**src/rtl/mips_fetch_if.sv**
```systemverilog
// Fetch-stage bus bundle: instruction-memory read port, decoded-instruction stream and redirect.
// The fetch stage connects through master; memory and core connect through slave.
interface mips_fetch_if;
  logic        mem_req;
  logic [31:0] mem_addr;
  logic        mem_busy;
  logic        mem_rvalid;
  logic [31:0] mem_rdata;
  logic        instr_valid;
  logic        instr_ready;
  logic [31:0] instr;
  logic [31:0] instr_pc;
  logic        redirect_valid;
  logic [31:0] redirect_pc;

  modport master (
    output mem_req, mem_addr, instr_valid, instr, instr_pc,
    input  mem_busy, mem_rvalid, mem_rdata, instr_ready, redirect_valid, redirect_pc
  );

  modport slave (
    input  mem_req, mem_addr, instr_valid, instr, instr_pc,
    output mem_busy, mem_rvalid, mem_rdata, instr_ready, redirect_valid, redirect_pc
  );
endinterface

```
**src/rtl/mips_fetch.sv**
```systemverilog
// MIPS instruction fetch: PC owner, credit-limited memory requests, in-order prefetch FIFO,
// and redirect flush that discards responses still in flight.
module mips_fetch #(
  parameter logic [31:0] PC_INIT    = 32'h0000_0000,
  parameter int unsigned FIFO_DEPTH = 4
) (
  input logic          clk,
  input logic          reset,
  mips_fetch_if.master bus
);
  localparam int unsigned PtrW = $clog2(FIFO_DEPTH);
  // Headroom: stale responses can accumulate across back-to-back redirects.
  localparam int unsigned CntW = PtrW + 4;
  localparam logic [CntW-1:0] Depth = CntW'(FIFO_DEPTH);

  logic [31:0]     fetch_pc_q, fetch_pc_d, tail_pc_q, tail_pc_d;
  logic [31:0]     hold_instr_q, hold_instr_d, hold_pc_q, hold_pc_d;
  logic [PtrW-1:0] rd_ptr_q, rd_ptr_d, wr_ptr_q, wr_ptr_d;
  logic [CntW-1:0] occ_q, occ_d, out_q, out_d, drop_q, drop_d, credit;
  logic [31:0]     fifo_instr_q [FIFO_DEPTH];
  logic [31:0]     fifo_pc_q    [FIFO_DEPTH];
  logic            head_valid, accept, push, pop;
  logic            unused_redirect_lsb;

  assign unused_redirect_lsb = ^bus.redirect_pc[1:0];

  always_comb begin
    head_valid      = (occ_q != '0);
    credit          = occ_q + (out_q - drop_q);
    bus.mem_req     = !reset && !bus.redirect_valid && (credit < Depth);
    bus.mem_addr    = fetch_pc_q;
    bus.instr_valid = head_valid;
    bus.instr       = head_valid ? fifo_instr_q[rd_ptr_q] : hold_instr_q;
    bus.instr_pc    = head_valid ? fifo_pc_q[rd_ptr_q] : hold_pc_q;
  end

  always_comb begin
    accept       = bus.mem_req && !bus.mem_busy;
    push         = bus.mem_rvalid && (drop_q == '0) && !bus.redirect_valid;
    pop          = head_valid && bus.instr_ready && !bus.redirect_valid;
    fetch_pc_d   = fetch_pc_q;
    tail_pc_d    = tail_pc_q;
    rd_ptr_d     = rd_ptr_q;
    wr_ptr_d     = wr_ptr_q;
    occ_d        = occ_q;
    drop_d       = drop_q;
    hold_instr_d = bus.instr;
    hold_pc_d    = bus.instr_pc;
    out_d        = out_q + CntW'(accept) - CntW'(bus.mem_rvalid);
    if (bus.redirect_valid) begin
      // Everything still outstanding after this cycle belongs to the old path.
      fetch_pc_d = {bus.redirect_pc[31:2], 2'b00};
      tail_pc_d  = {bus.redirect_pc[31:2], 2'b00};
      rd_ptr_d   = '0;
      wr_ptr_d   = '0;
      occ_d      = '0;
      drop_d     = out_d;
    end else begin
      if (accept) fetch_pc_d = fetch_pc_q + 32'd4;
      if (bus.mem_rvalid && (drop_q != '0)) drop_d = drop_q - CntW'(1);
      if (push) begin
        wr_ptr_d  = wr_ptr_q + PtrW'(1);
        tail_pc_d = tail_pc_q + 32'd4;
      end
      if (pop) rd_ptr_d = rd_ptr_q + PtrW'(1);
      occ_d = occ_q + CntW'(push) - CntW'(pop);
    end
  end

  always_ff @(posedge clk or posedge reset) begin
    if (reset) begin
      fetch_pc_q   <= PC_INIT;
      tail_pc_q    <= PC_INIT;
      rd_ptr_q     <= '0;
      wr_ptr_q     <= '0;
      occ_q        <= '0;
      out_q        <= '0;
      drop_q       <= '0;
      hold_instr_q <= '0;
      hold_pc_q    <= '0;
    end else begin
      fetch_pc_q   <= fetch_pc_d;
      tail_pc_q    <= tail_pc_d;
      rd_ptr_q     <= rd_ptr_d;
      wr_ptr_q     <= wr_ptr_d;
      occ_q        <= occ_d;
      out_q        <= out_d;
      drop_q       <= drop_d;
      hold_instr_q <= hold_instr_d;
      hold_pc_q    <= hold_pc_d;
    end
  end

  always_ff @(posedge clk) begin
    if (push) begin
      fifo_instr_q[wr_ptr_q] <= bus.mem_rdata;
      fifo_pc_q[wr_ptr_q]    <= tail_pc_q;
    end
  end

  // A live response into a full FIFO means memory ignored the credit limit.
  a_no_overflow: assert property (@(posedge clk) disable iff (reset)
    !(bus.mem_rvalid && (drop_q == '0) && (occ_q == Depth)));

endmodule
```
**src/flat_wrapper.sv**
```systemverilog
// flat-port wrapper written by rule: the top's interface ports become plain ports
module mips_fetch_flat 
#(
  parameter logic [31:0] PC_INIT    = 32'h0000_0000,
  parameter int unsigned FIFO_DEPTH = 4
)
  (clk, reset, bus_mem_req, bus_mem_addr, bus_instr_valid, bus_instr, bus_instr_pc, bus_mem_busy, bus_mem_rvalid, bus_mem_rdata, bus_instr_ready, bus_redirect_valid, bus_redirect_pc);
  mips_fetch_if bus_i ();
  input logic clk;
  input logic reset;
  output wire logic [$bits(bus_i.mem_req)-1:0] bus_mem_req;
  output wire logic [$bits(bus_i.mem_addr)-1:0] bus_mem_addr;
  output wire logic [$bits(bus_i.instr_valid)-1:0] bus_instr_valid;
  output wire logic [$bits(bus_i.instr)-1:0] bus_instr;
  output wire logic [$bits(bus_i.instr_pc)-1:0] bus_instr_pc;
  input wire logic [$bits(bus_i.mem_busy)-1:0] bus_mem_busy;
  input wire logic [$bits(bus_i.mem_rvalid)-1:0] bus_mem_rvalid;
  input wire logic [$bits(bus_i.mem_rdata)-1:0] bus_mem_rdata;
  input wire logic [$bits(bus_i.instr_ready)-1:0] bus_instr_ready;
  input wire logic [$bits(bus_i.redirect_valid)-1:0] bus_redirect_valid;
  input wire logic [$bits(bus_i.redirect_pc)-1:0] bus_redirect_pc;
  assign bus_mem_req = bus_i.mem_req;
  assign bus_mem_addr = bus_i.mem_addr;
  assign bus_instr_valid = bus_i.instr_valid;
  assign bus_instr = bus_i.instr;
  assign bus_instr_pc = bus_i.instr_pc;
  assign bus_i.mem_busy = bus_mem_busy;
  assign bus_i.mem_rvalid = bus_mem_rvalid;
  assign bus_i.mem_rdata = bus_mem_rdata;
  assign bus_i.instr_ready = bus_instr_ready;
  assign bus_i.redirect_valid = bus_redirect_valid;
  assign bus_i.redirect_pc = bus_redirect_pc;
  mips_fetch #(.PC_INIT(PC_INIT), .FIFO_DEPTH(FIFO_DEPTH)) u_core (.clk(clk), .reset(reset), .bus(bus_i));
endmodule
```
**config.mk**
```make
export PLATFORM = sky130hd
export DESIGN_NAME = mips_fetch_flat
export DESIGN_NICKNAME = d
export VERILOG_FILES = /design/src/rtl/mips_fetch_if.sv /design/src/rtl/mips_fetch.sv /design/src/flat_wrapper.sv
export SDC_FILE = /design/constraint.sdc
export NUM_CORES = 1
export LEC_CHECK = 0
export CAP_MARGIN = 10
export CORE_MARGIN = 10
export CORE_UTILIZATION = 60
export CTS_CLUSTER_SIZE = 14
export DETAILED_ROUTE_END_ITERATION = 10
export HOLD_SLACK_MARGIN = 0.03
export PLACE_DENSITY_LB_ADDON = 0.15
export SLEW_MARGIN = 20
export SYNTH_ARGS = -nofsm -noshare
export SYNTH_HDL_FRONTEND = slang
export SYNTH_SLANG_ARGS = --single-unit
```
**constraint.sdc**
```tcl
create_clock -name clk -period 7.5 [get_ports clk]
set_input_delay 0.75 -clock clk [delete_from_list [all_inputs] [get_ports clk]]
set_output_delay 0.75 -clock clk [all_outputs]
set_load 0.03 [all_outputs]
```
[Word-level counts from Yosys, hierarchy flattened]
Memories as Yosys holds them, arrays and structs flattened.
Index checks and enable logic that the tools add are counted.
Storage, ports and cells
  bits of input ports: 70
  memory bits (writable): 256
  logic and storage cells: 56
  output and inout port bits: 98
  memories kept: 2
  flip-flop bits (word level): 150
Memories
  u_core.fifo_instr_q: words 4, bits a word 32, rd ports 1, clocked after memory_dff 0, wr ports 1, RTL line mips_fetch.sv:20  | logic [31:0] fifo_instr_q [FIFO_DEPTH];
  u_core.fifo_pc_q: words 4, bits a word 32, rd ports 1, clocked after memory_dff 0, wr ports 1, RTL line mips_fetch.sv:21  | logic [31:0] fifo_pc_q [FIFO_DEPTH];
Operators by class
  muxes and demuxes: 15
  $add $sub $neg: 11
  $lt $le $gt $ge: 1
  reductions and logical operators: 18
Operators with widths (count)
  $mux 32: 6
  $add 32x3->32 const B: 2
  $mux 6: 3
  $add 6x1->6: 2
  $reduce_bool 6->1: 2
  $sub 6x1->6: 2
  $logic_and 1x1->1: 8
  $mux 2: 4
  $reduce_bool 2->1: 4
  $add 6x6->6: 1
  $logic_not 6->1: 1
  $lt 6x3->1 const B: 1
  $sub 6x1->6 const B: 1
  $sub 6x6->6: 1
  $add 2x1->2 const B: 2
  $logic_not 1->1: 3
  $mux 1: 2

[Depth between registers and ports, before layout]
Gate-level depths: netlist (run 1).
  depth in word-level cells: 8
  gate-level depth with buffers: 17
  mapped depth without buffers: 16

[Worst setup path after synthesis (run 1)]
Ideal clock, no wire load.
  path type: register to register
  start: register u_core.drop_q[3]
  end: register u_core.drop_q[4]
  setup time: 0.118 ns
  stages on the path, launching flop included: 16
  buffers on the path: 0
  slack: 3.630 ns
  data required time: 7.382 ns
  arrival time: 3.752 ns
  period minus slack after synthesis: 3.870 ns
  cells stage by stage: dfrtp_1 -> fa_1 -> inv_1 -> ha_1 -> a211o_1 -> xnor3_1 -> o2111ai_2 -> inv_2 -> nand2_2 -> inv_1 -> ha_1 -> fa_1 -> a21o_1 -> a21oi_1 -> xnor2_1 -> a21o_1
On the way
  longest elaborated chain between the ends: 8
  elaborated cells between the ends (all ways): 13
  classes of those cells: add/sub (5); order compare (1); mux (2); reduce/logical (5)
Ends and longest elaborated chain
  start, declared: RTL line mips_fetch.sv:19  | logic [CntW-1:0] occ_q, occ_d, out_q, out_d, drop_q, drop_d, credit;
  start signal, assigned: RTL line mips_fetch.sv:88  | drop_q <= drop_d;
  $sub 6x6->6: RTL line mips_fetch.sv:29  | credit = occ_q + (out_q - drop_q);
  $add 6x6->6: RTL line mips_fetch.sv:29
  $lt 6x3->1: RTL line mips_fetch.sv:30  | bus.mem_req = !reset && !bus.redirect_valid && (credit < Depth);
  $logic_and 1x1->1: RTL line mips_fetch.sv:30
  via bus_mem_req: RTL line flat_wrapper.sv:11  | output wire logic [$bits(bus_i.mem_req)-1:0] bus_mem_req;
  $logic_and 1x1->1: RTL line mips_fetch.sv:38  | accept = bus.mem_req && !bus.mem_busy;
  $add 6x1->6: RTL line mips_fetch.sv:49  | out_d = out_q + CntW'(accept) - CntW'(bus.mem_rvalid);
  $sub 6x1->6: RTL line mips_fetch.sv:49
  via u_core.out_d[4]: RTL line mips_fetch.sv:19
  $mux 6: RTL line mips_fetch.sv:50  | if (bus.redirect_valid) begin
The timed path passes the listed nets, and every way through them passes these cells. The select of a mux whose other input is x is not followed.
A chain may end at the register's enable or synchronous reset.

[Worst setup path after layout (run 1)]
  start: register u_core.drop_q[3]
  end: output bus_mem_req
On the way
  longest elaborated chain between the ends: 4
Ends and longest elaborated chain (RTL line)
  $sub 6x6->6: mips_fetch.sv:29
  $add 6x6->6: mips_fetch.sv:29
  $lt 6x3->1: mips_fetch.sv:30
  $logic_and 1x1->1: mips_fetch.sv:30
  end, declared: flat_wrapper.sv:11
No other way between the ends.

==> flow_summary_export.csv, run 1 <==
group,metric,value,unit
layout,final_util,72.70,%
worst_setup_path,crit_arrival,4.38,ns
sta,worstMarginPinSlew,0.9508,ns
yosys,ys_warn_count,0,
die,die_y,187.8,um
yosys,netlist.area_leader.share,44.11,%
yosys,synth_area_leaders,"edfxtp_1 44%, dfrtp_1 22%, mux4_2 8.3%",
worst_setup_path,cp_cell_sequence,"fa_1 > inv_1 > ha_1 > a211o_1 > xnor3_1 > o2111ai_2 > inv_2 > clkdlybuf4s50_1",
clock_network,clkSinkCount,394,
clock_network,clk-insertion-delay-late,0.53,ns
sta,setup_tns,0,ns
worst_setup_path,rr_endpoint,"u_core.drop_q[5]$_DFFE_PP0P_",
layout,fillCellCount,1820,
routing,routedWlPerCell,21.38,um
global_routing,antenna_found_initial,0,
clock_network,clk_path_buf_depth,3,
power_and_ir_drop,seq_power_share,34.7,%
hold_path,worstHoldEndpoint,"u_core.hold_instr_q[4]$_DFF_PP0_",
layout,seq_area,11110,um^2
worst_setup_path,startpoint_type,"register",
place,dpl_cell_area,18860,um^2
worst_setup_path,rr_startpoint,"u_core.drop_q[3]$_DFFE_PP0P_",
die,initial_core_util,60.77,%
yosys,yosysTopAreaCell,"edfxtp_1",
layout,multiInputGateArea,5399,um^2
hold_path,hp-class,"register to register",
global_routing,gr-usage-all-layers,21.47,%
worst_setup_path,max_stage_delay,0.78,ns
global_routing,grt_pass1_wl,60930,um
yosys,synthesis.area,16880,um^2
yosys,yosys-top-cells-count,"248 x edfxtp_1, 219 x nand2_1, 146 x dfrtp_1",
sta,period_needed,5.134,ns
place,dp_hpwl,23910,um
clock_network,cts_tree,"built",
routing,drc,0,
sta,hold_violations,0,
sta,rsz0062_at_grt,"no",
place,pre_cts_ws,2.965,ns
power_and_ir_drop,power.leakage,7.517,nW
yosys,synth_seq_cells,394,
clock_network,clk_pin_slew_worst_paths,0.06,ns
layout,syn2layout_area_growth,19.62,%
yosys,synth_enable_flop_cells,248,
die,num_io_pins,168,
power_and_ir_drop,p_int,5.080,mW
status,status,"completed",
yosys,yosysSeqAreaShare,65.75,%
flow_run,max-cap-violations,0,
power_and_ir_drop,clkPwrFrac,24.5,%
layout,design_area,20200,um^2
power_and_ir_drop,power.density_cell_area,405.4,nW/um^2
clock_network,postCtsHoldBufs,0,
worst_setup_path,path_max_fanout,14,
clock_network,h-tree-depth,2,
clock_network,cts-buffers-inserted,41,
die,fp.dieW,187.8,um
sta,fmax,194.8,MHz
die,dieArea,35250,um^2
clock_network,cts-resized-gates,0,
layout,antenna_cells,0,
routing,via_per_inst,5.944,
global_routing,grt.overflow.total,0,
power_and_ir_drop,swShare,37.95,%
sta,final_max_slew_viol_count,0,
routing,vias,10569,
sta,fin_ws,2.366,ns
power_and_ir_drop,p_switching,3.107,mW
worst_setup_path,r2r.worst_path.cells,15,
routing,drt-initial-drc-count,793,
yosys,synthDistinctLibCells,65,
yosys,synth_ff_type,"edfxtp_1",
routing,ant_nets,0,
worst_setup_path,worstPathRequired,6.75,ns
routing,first_pass_iters,6,
worst_setup_path,reg2reg_slack,2.91,ns
sta,clock_skew,0.02102,ns
yosys,syn_area_per_cell,13.99,um^2
global_routing,grt_max_degree,102,
clock_network,postCtsSetupRepairBufs,0,
worst_setup_path,crit_type,"register to output pin",
die,fp-row-count,61,
hold_path,holdPathStages,2,
layout,drive_gt1_share,11.64,%
yosys,yosys.cell_count.top_type,"edfxtp_1",
power_and_ir_drop,vdd_drop_max,0.4204,mV
sta,final_min_period_over_clock_period,68.46,%
layout,nNetsFinal,1470,
yosys,async_reset_ff_share,37.06,%
place,gp_congestion,0.9201,
worst_setup_path,crit_path_end_kind,"output pin",
power_and_ir_drop,p_comb_share,40.9,%
place,portBuffers,163,
routing,drt_wl_total,38020,um
hold_path,worstHoldStart,"u_core.hold_instr_q[4]$_DFF_PP0_",
sta,slew-limit-headroom,36.61,%
yosys,syn_inst,1207,
sta,timing.final.setup_violations,0,
die,coreArea,27780,um^2
worst_setup_path,critPathSlowestCell,"xnor3_1",
global_routing,grt_pass1_vias,10965,
clock_network,root_buffer,"clkbuf_16",
metrics by stage:
| step | hold slack (ns) | std cells | total power [mW] |
|---|---|---|---|
| 2_1_floorplan | 0.4760 | 1208 | 5.089 |
| 3_3_place_gp | 0.4453 | 1703 | 6.153 |
| 3_5_place_dp | 0.4521 | 1703 | 6.233 |
| 4_1_cts | 0.4657 | 1778 | 8.245 |
| 5_1_grt | 0.4811 | 1778 | 8.628 |
| 6_report | 0.4626 | 1778 | 8.187 |
cell families after synthesis:
kind of cell / Yosys count / share of synthesized area, %
AO/OA/AOI/OAI: 129 / 5.528
XOR/XNOR: 45 / 2.505
adder cells (fa/ha/maj): 32 / 2.638
buffers and inverters: 99 / 2.334
flip-flops: 394 / 65.75
multiplexers: 70 / 8.789
other: 1 / 0.02221
AND/OR/NAND/NOR: 437 / 12.44
flip-flops by register name, summed over array words and instances, names as in the netlist:
| name | cells |
|---|---|
| u_core.bus.mem_addr | 30 |
| u_core.occ_q | 6 |
| u_core.hold_pc_q | 32 |
| u_core.fifo_pc_q | 120 |
| u_core.tail_pc_q | 30 |
| u_core.fifo_instr_q | 128 |
| u_core.out_q | 6 |
| u_core.wr_ptr_q | 2 |
| u_core.drop_q | 6 |
| u_core.rd_ptr_q | 2 |
| u_core.hold_instr_q | 32 |
how the worst max path moves through the flow:
stage	from	end	slack, ns	depth (start not counted)
after floorplan	reset	u_core.bus.mem_addr[10]$_DFFE_PP0N_	2.83	1
after global placement	u_core.drop_q[3]$_DFFE_PP0P_	bus_mem_req	2.97	8
after detailed placement	u_core.drop_q[3]$_DFFE_PP0P_	bus_mem_req	2.96	8
after CTS	u_core.drop_q[3]$_DFFE_PP0P_	bus_mem_req	2.38	8
after global routing	u_core.drop_q[3]$_DFFE_PP0P_	bus_mem_req	2.20	8
final	u_core.drop_q[3]$_DFFE_PP0P_	bus_mem_req	2.37	8
cells in the final DEF, fill, tap and decap left out, types with 21 or more instances in the layout:
master	Yosys	routed
a211oi_1	24	24
a21oi_1	21	21
clkbuf_16	0	42
clkdlybuf4s50_1	0	162
dfrtp_1	146	144
edfxtp_1	248	248
ha_1	26	26
inv_1	38	36
mux4_2	62	62
nand2_1	219	219
nand3_1	26	26
nand4_1	24	24
nor2_1	47	47
nor3_1	27	27
xor2_1	25	25
worst max-delay path: cells and delay by family, from the launching register on:
kind            cells  cell delay, ns
buf+inv             3            1.03
fa+ha+maj           2            0.88
xor+xnor            1            0.78
compound gates      2            0.73
flops               1            0.44
layout make-up:
type	count	area share [%]
flip-flops and latches	394	54.99
multi-input cells	715	26.73
repair buffers	176	8.537
clock buffers	51	5.470
well taps	378	2.342
clock inverters	24	1.165
inverters	40	0.7682
power by group through the flow:
stage	combinational, mW	clock (mW)	sequential [mW]
2_1_floorplan	2.27	0	2.82
3_3_place_gp	3.29	0	2.87
3_5_place_dp	3.35	0	2.88
4_1_cts	3.38	2.03	2.84
5_1_grt	3.63	2.12	2.88
6_report	3.35	2.00	2.84
per-layer routing:
layer / GRT usage, % / vias up / share of wire, %
met1: 28.85 / 5318 / 42
met4: 5.969 / 0 / 2.1
met2: 35.04 / 387 / 49
met5: 0 / - / 0
met3: 4.378 / 55 / 6.9
li1: - / 4809 / -
Power figures use the tool's default switching activity.
==> inputs of run 2 (changes only) <==
--- a/config.mk
+++ b/config.mk
@@ -7,7 +7,7 @@
 export LEC_CHECK = 0
 export CAP_MARGIN = 10
 export CORE_MARGIN = 10
-export CORE_UTILIZATION = 60
+export CORE_UTILIZATION = 52
 export CTS_CLUSTER_SIZE = 14
 export DETAILED_ROUTE_END_ITERATION = 10
 export HOLD_SLACK_MARGIN = 0.03
==> constraint.sdc (replaced) <==
create_clock -name clk -period 4.6 [get_ports clk]
set_input_delay 0.46 -clock clk [delete_from_list [all_inputs] [get_ports clk]]
set_output_delay 0.46 -clock clk [all_outputs]
set_load 0.03 [all_outputs]
==> run 2 against run 1 <==
Net effect:
- non-clock buffer count is 4 higher
- register-to-register slack worse by 2.1 ns
- combinational power is 65% higher
- clock power grew 59%
- first-iteration DRC count fell by 11%
- flip-flop and latch count unchanged
- via count fell by 1.7%
- global-route usage decreased by 2.8 points
- cell count increased by 3.4%
- largest cell class unchanged
- largest power group unchanged
==> flow_summary_export.csv, run 2 (synthesis gave the netlist of run 1 again) <==
group,metric,value,unit
routing,drt-initial-drc-count,704,
layout,nNetsFinal,1474,
die,num_io_pins,168,
layout,largest_reg_flops,128,
routing,drc,0,
worst_setup_path,path_buf_inv,4,
worst_setup_path,critPathSlowestCell,"clkdlybuf4s50_1",
layout,final_common_cell,"edfxtp_1",
sta,hold_violations,0,
routing,via_per_inst,5.649,
layout,drive_gt1_share,11.47,%
clock_network,cts_tree,"built",
global_routing,gr-usage-all-layers,18.68,%
die,initial_core_util,53.09,%
clock_network,clkSinkCount,394,
sta,worstMarginPinSlew,0.9557,ns
routing,routedWlPerCell,20.52,um
die,die_y,200.2,um
worst_setup_path,cp_common_cell,"inv_1",
global_routing,grt_max_degree,88,
power_and_ir_drop,vdd_drop_max,0.6022,mV
worst_setup_path,worstPathRequired,4.14,ns
place,numPlacedInstances,1764,
layout,syn2layout_area_growth,20.42,%
worst_setup_path,crit_type,"register to output pin",
power_and_ir_drop,p_switching,5.006,mW
sta,period_needed,4.259,ns
worst_setup_path,cp_top_family,"buffers and inverters",
routing,drt_wl_total,37740,um
power_and_ir_drop,seq_power_share,34.7,%
power_and_ir_drop,power.density_cell_area,654.5,nW/um^2
worst_setup_path,reg2reg_slack,0.78,ns
clock_network,root_buffer,"clkbuf_16",
die,fp.dieW,200.2,um
layout,top_register,"u_core.fifo_instr_q",
power_and_ir_drop,swShare,37.62,%
sta,rsz0062_at_grt,"no",
global_routing,grt.overflow.total,0,
status,status,"completed",
layout,mostFrequentLayoutCells,"248 x edfxtp_1, 219 x nand2_1, 162 x clkdlybuf4s50_1",
worst_setup_path,cp.depth,9,
global_routing,use_met1,26.23,%
sta,fmax,234.8,MHz
routing,vias,10388,
global_routing,grt_pass1_wl,60420,um
sta,final_max_slew_viol_count,0,
worst_setup_path,startpoint_type,"register",
global_routing,use_met3,3.740,%
routing,ant_nets,0,
hold_path,holdPathStages,2,
sta,slew-limit-headroom,36.28,%
clock_network,h-tree-depth,2,
worst_setup_path,max_stage_delay,0.71,ns
worst_setup_path,cp_cell_sequence,"inv_1 > fa_1 > inv_1 > ha_1 > and3b_1 > nor4_2 > o2111ai_2 > inv_2 > clkdlybuf4s50_1",
power_and_ir_drop,p_int,8.302,mW
clock_network,cts-resized-gates,0,
die,coreArea,31800,um^2
global_routing,grt_pass1_vias,10663,
clock_network,cts-buffers-inserted,41,
global_routing,grt_util_met2,29.29,%
layout,antenna_cells,0,
flow_run,max-cap-violations,0,
worst_setup_path,r2r.worst_path.cells,16,
global_routing,antenna_found_initial,0,
global_routing,top_usage_layer,"met2",
power_and_ir_drop,power.leakage,7.533,nW
worst_setup_path,path_max_fanout,8,
power_and_ir_drop,clkPwrFrac,23.8,%
place,gp_congestion,0.8951,
worst_setup_path,crit_arrival,3.80,ns
clock_network,clk_pin_slew_worst_paths,0.06,ns
layout,final_cells,1839,
place,portBuffers,163,
sta,final_min_period_over_clock_period,92.60,%
power_and_ir_drop,p_comb_share,41.5,%
worst_setup_path,crit_path_end_kind,"output pin",
clock_network,clk-insertion-delay-late,0.53,ns
sta,timing.final.setup_violations,0,
die,dieArea,40080,um^2
routing,first_pass_iters,5,
hold_path,hp-class,"primary input to register",
die,fp-row-count,65,
layout,top_regs,"u_core.fifo_instr_q: 128 flops, u_core.fifo_pc_q: 120 flops",
clock_network,postCtsSetupRepairBufs,0,
clock_network,postCtsHoldBufs,0,
sta,setup_tns,0,ns
place,dp_hpwl,24560,um
sta,clock_skew,0.01049,ns
clock_network,clk_path_buf_depth,3,
[run 2: cell types whose count changed in the layout (fill, tap and decap cells not counted), sizes merged]
cell and change:
bufinv -1, clkbuf +8, clkinv -5, clkinvlp -2, buf +4
[run 2: path summary, 6_finish.rpt]
| path | from | to |
|---|---|---|
| max in group asynchronous | reset | u_core.hold_pc_q[23]$_DFF_PP0_ |
| min reg2reg | u_core.hold_instr_q[13]$_DFF_PP0_ | u_core.hold_instr_q[13]$_DFF_PP0_ |
| min in group asynchronous | reset | u_core.bus.mem_addr[2]$_DFFE_PP0N_ |
| min | bus_redirect_valid | u_core.rd_ptr_q[1]$_DFFE_PP0P_ |
| max reg2reg | u_core.out_q[1]$_DFF_PP0_ | u_core.drop_q[5]$_DFFE_PP0P_ |
| max | u_core.out_q[1]$_DFF_PP0_ | bus_mem_req |
[run 2: layer usage]
layer	up-vias	wire length, um
met5	-	0
met4	0	723
met3	59	2343
met2	323	17480
met1	5172	17200
li1	4834	-
[run 2: cell type report]
type	count	area, um^2
fill	2427	11470
sequential	394	11110
multi-input combinational	715	5399
timing repair buffer	180	1842
clock buffer	59	1125
tap	435	544.3
clock inverter	16	161.4
inverter	40	155.1
[run 2: power by group through the flow]
| stage | combinational (mW) | clock (mW) | sequential, mW |
|---|---|---|---|
| 2_1_floorplan | 3.70 | 0 | 4.60 |
| 3_3_place_gp | 5.51 | 0 | 4.67 |
| 3_5_place_dp | 5.57 | 0 | 4.69 |
| 4_1_cts | 5.60 | 3.24 | 4.62 |
| 5_1_grt | 6.01 | 3.38 | 4.69 |
| 6_report | 5.52 | 3.17 | 4.62 |
[run 2: per-stage QoR]
stage | setup slack, ns | util (%) | cell area, um^2 | total power, mW | hold slack (ns)
2_1_floorplan | 0.2170 | - | 16890 | 8.297 | 0.4760
4_1_cts | 0.3553 | 63.94 | 20330 | 13.46 | 0.2677
3_3_place_gp | 0.8694 | 59.89 | 19050 | 10.18 | 0.4446
3_5_place_dp | 0.8174 | 59.89 | 19050 | 10.26 | 0.4520
5_1_grt | 0.1632 | 63.94 | 20330 | 14.08 | 0.3011
6_report | 0.3406 | 63.94 | 20330 | 13.31 | 0.2917
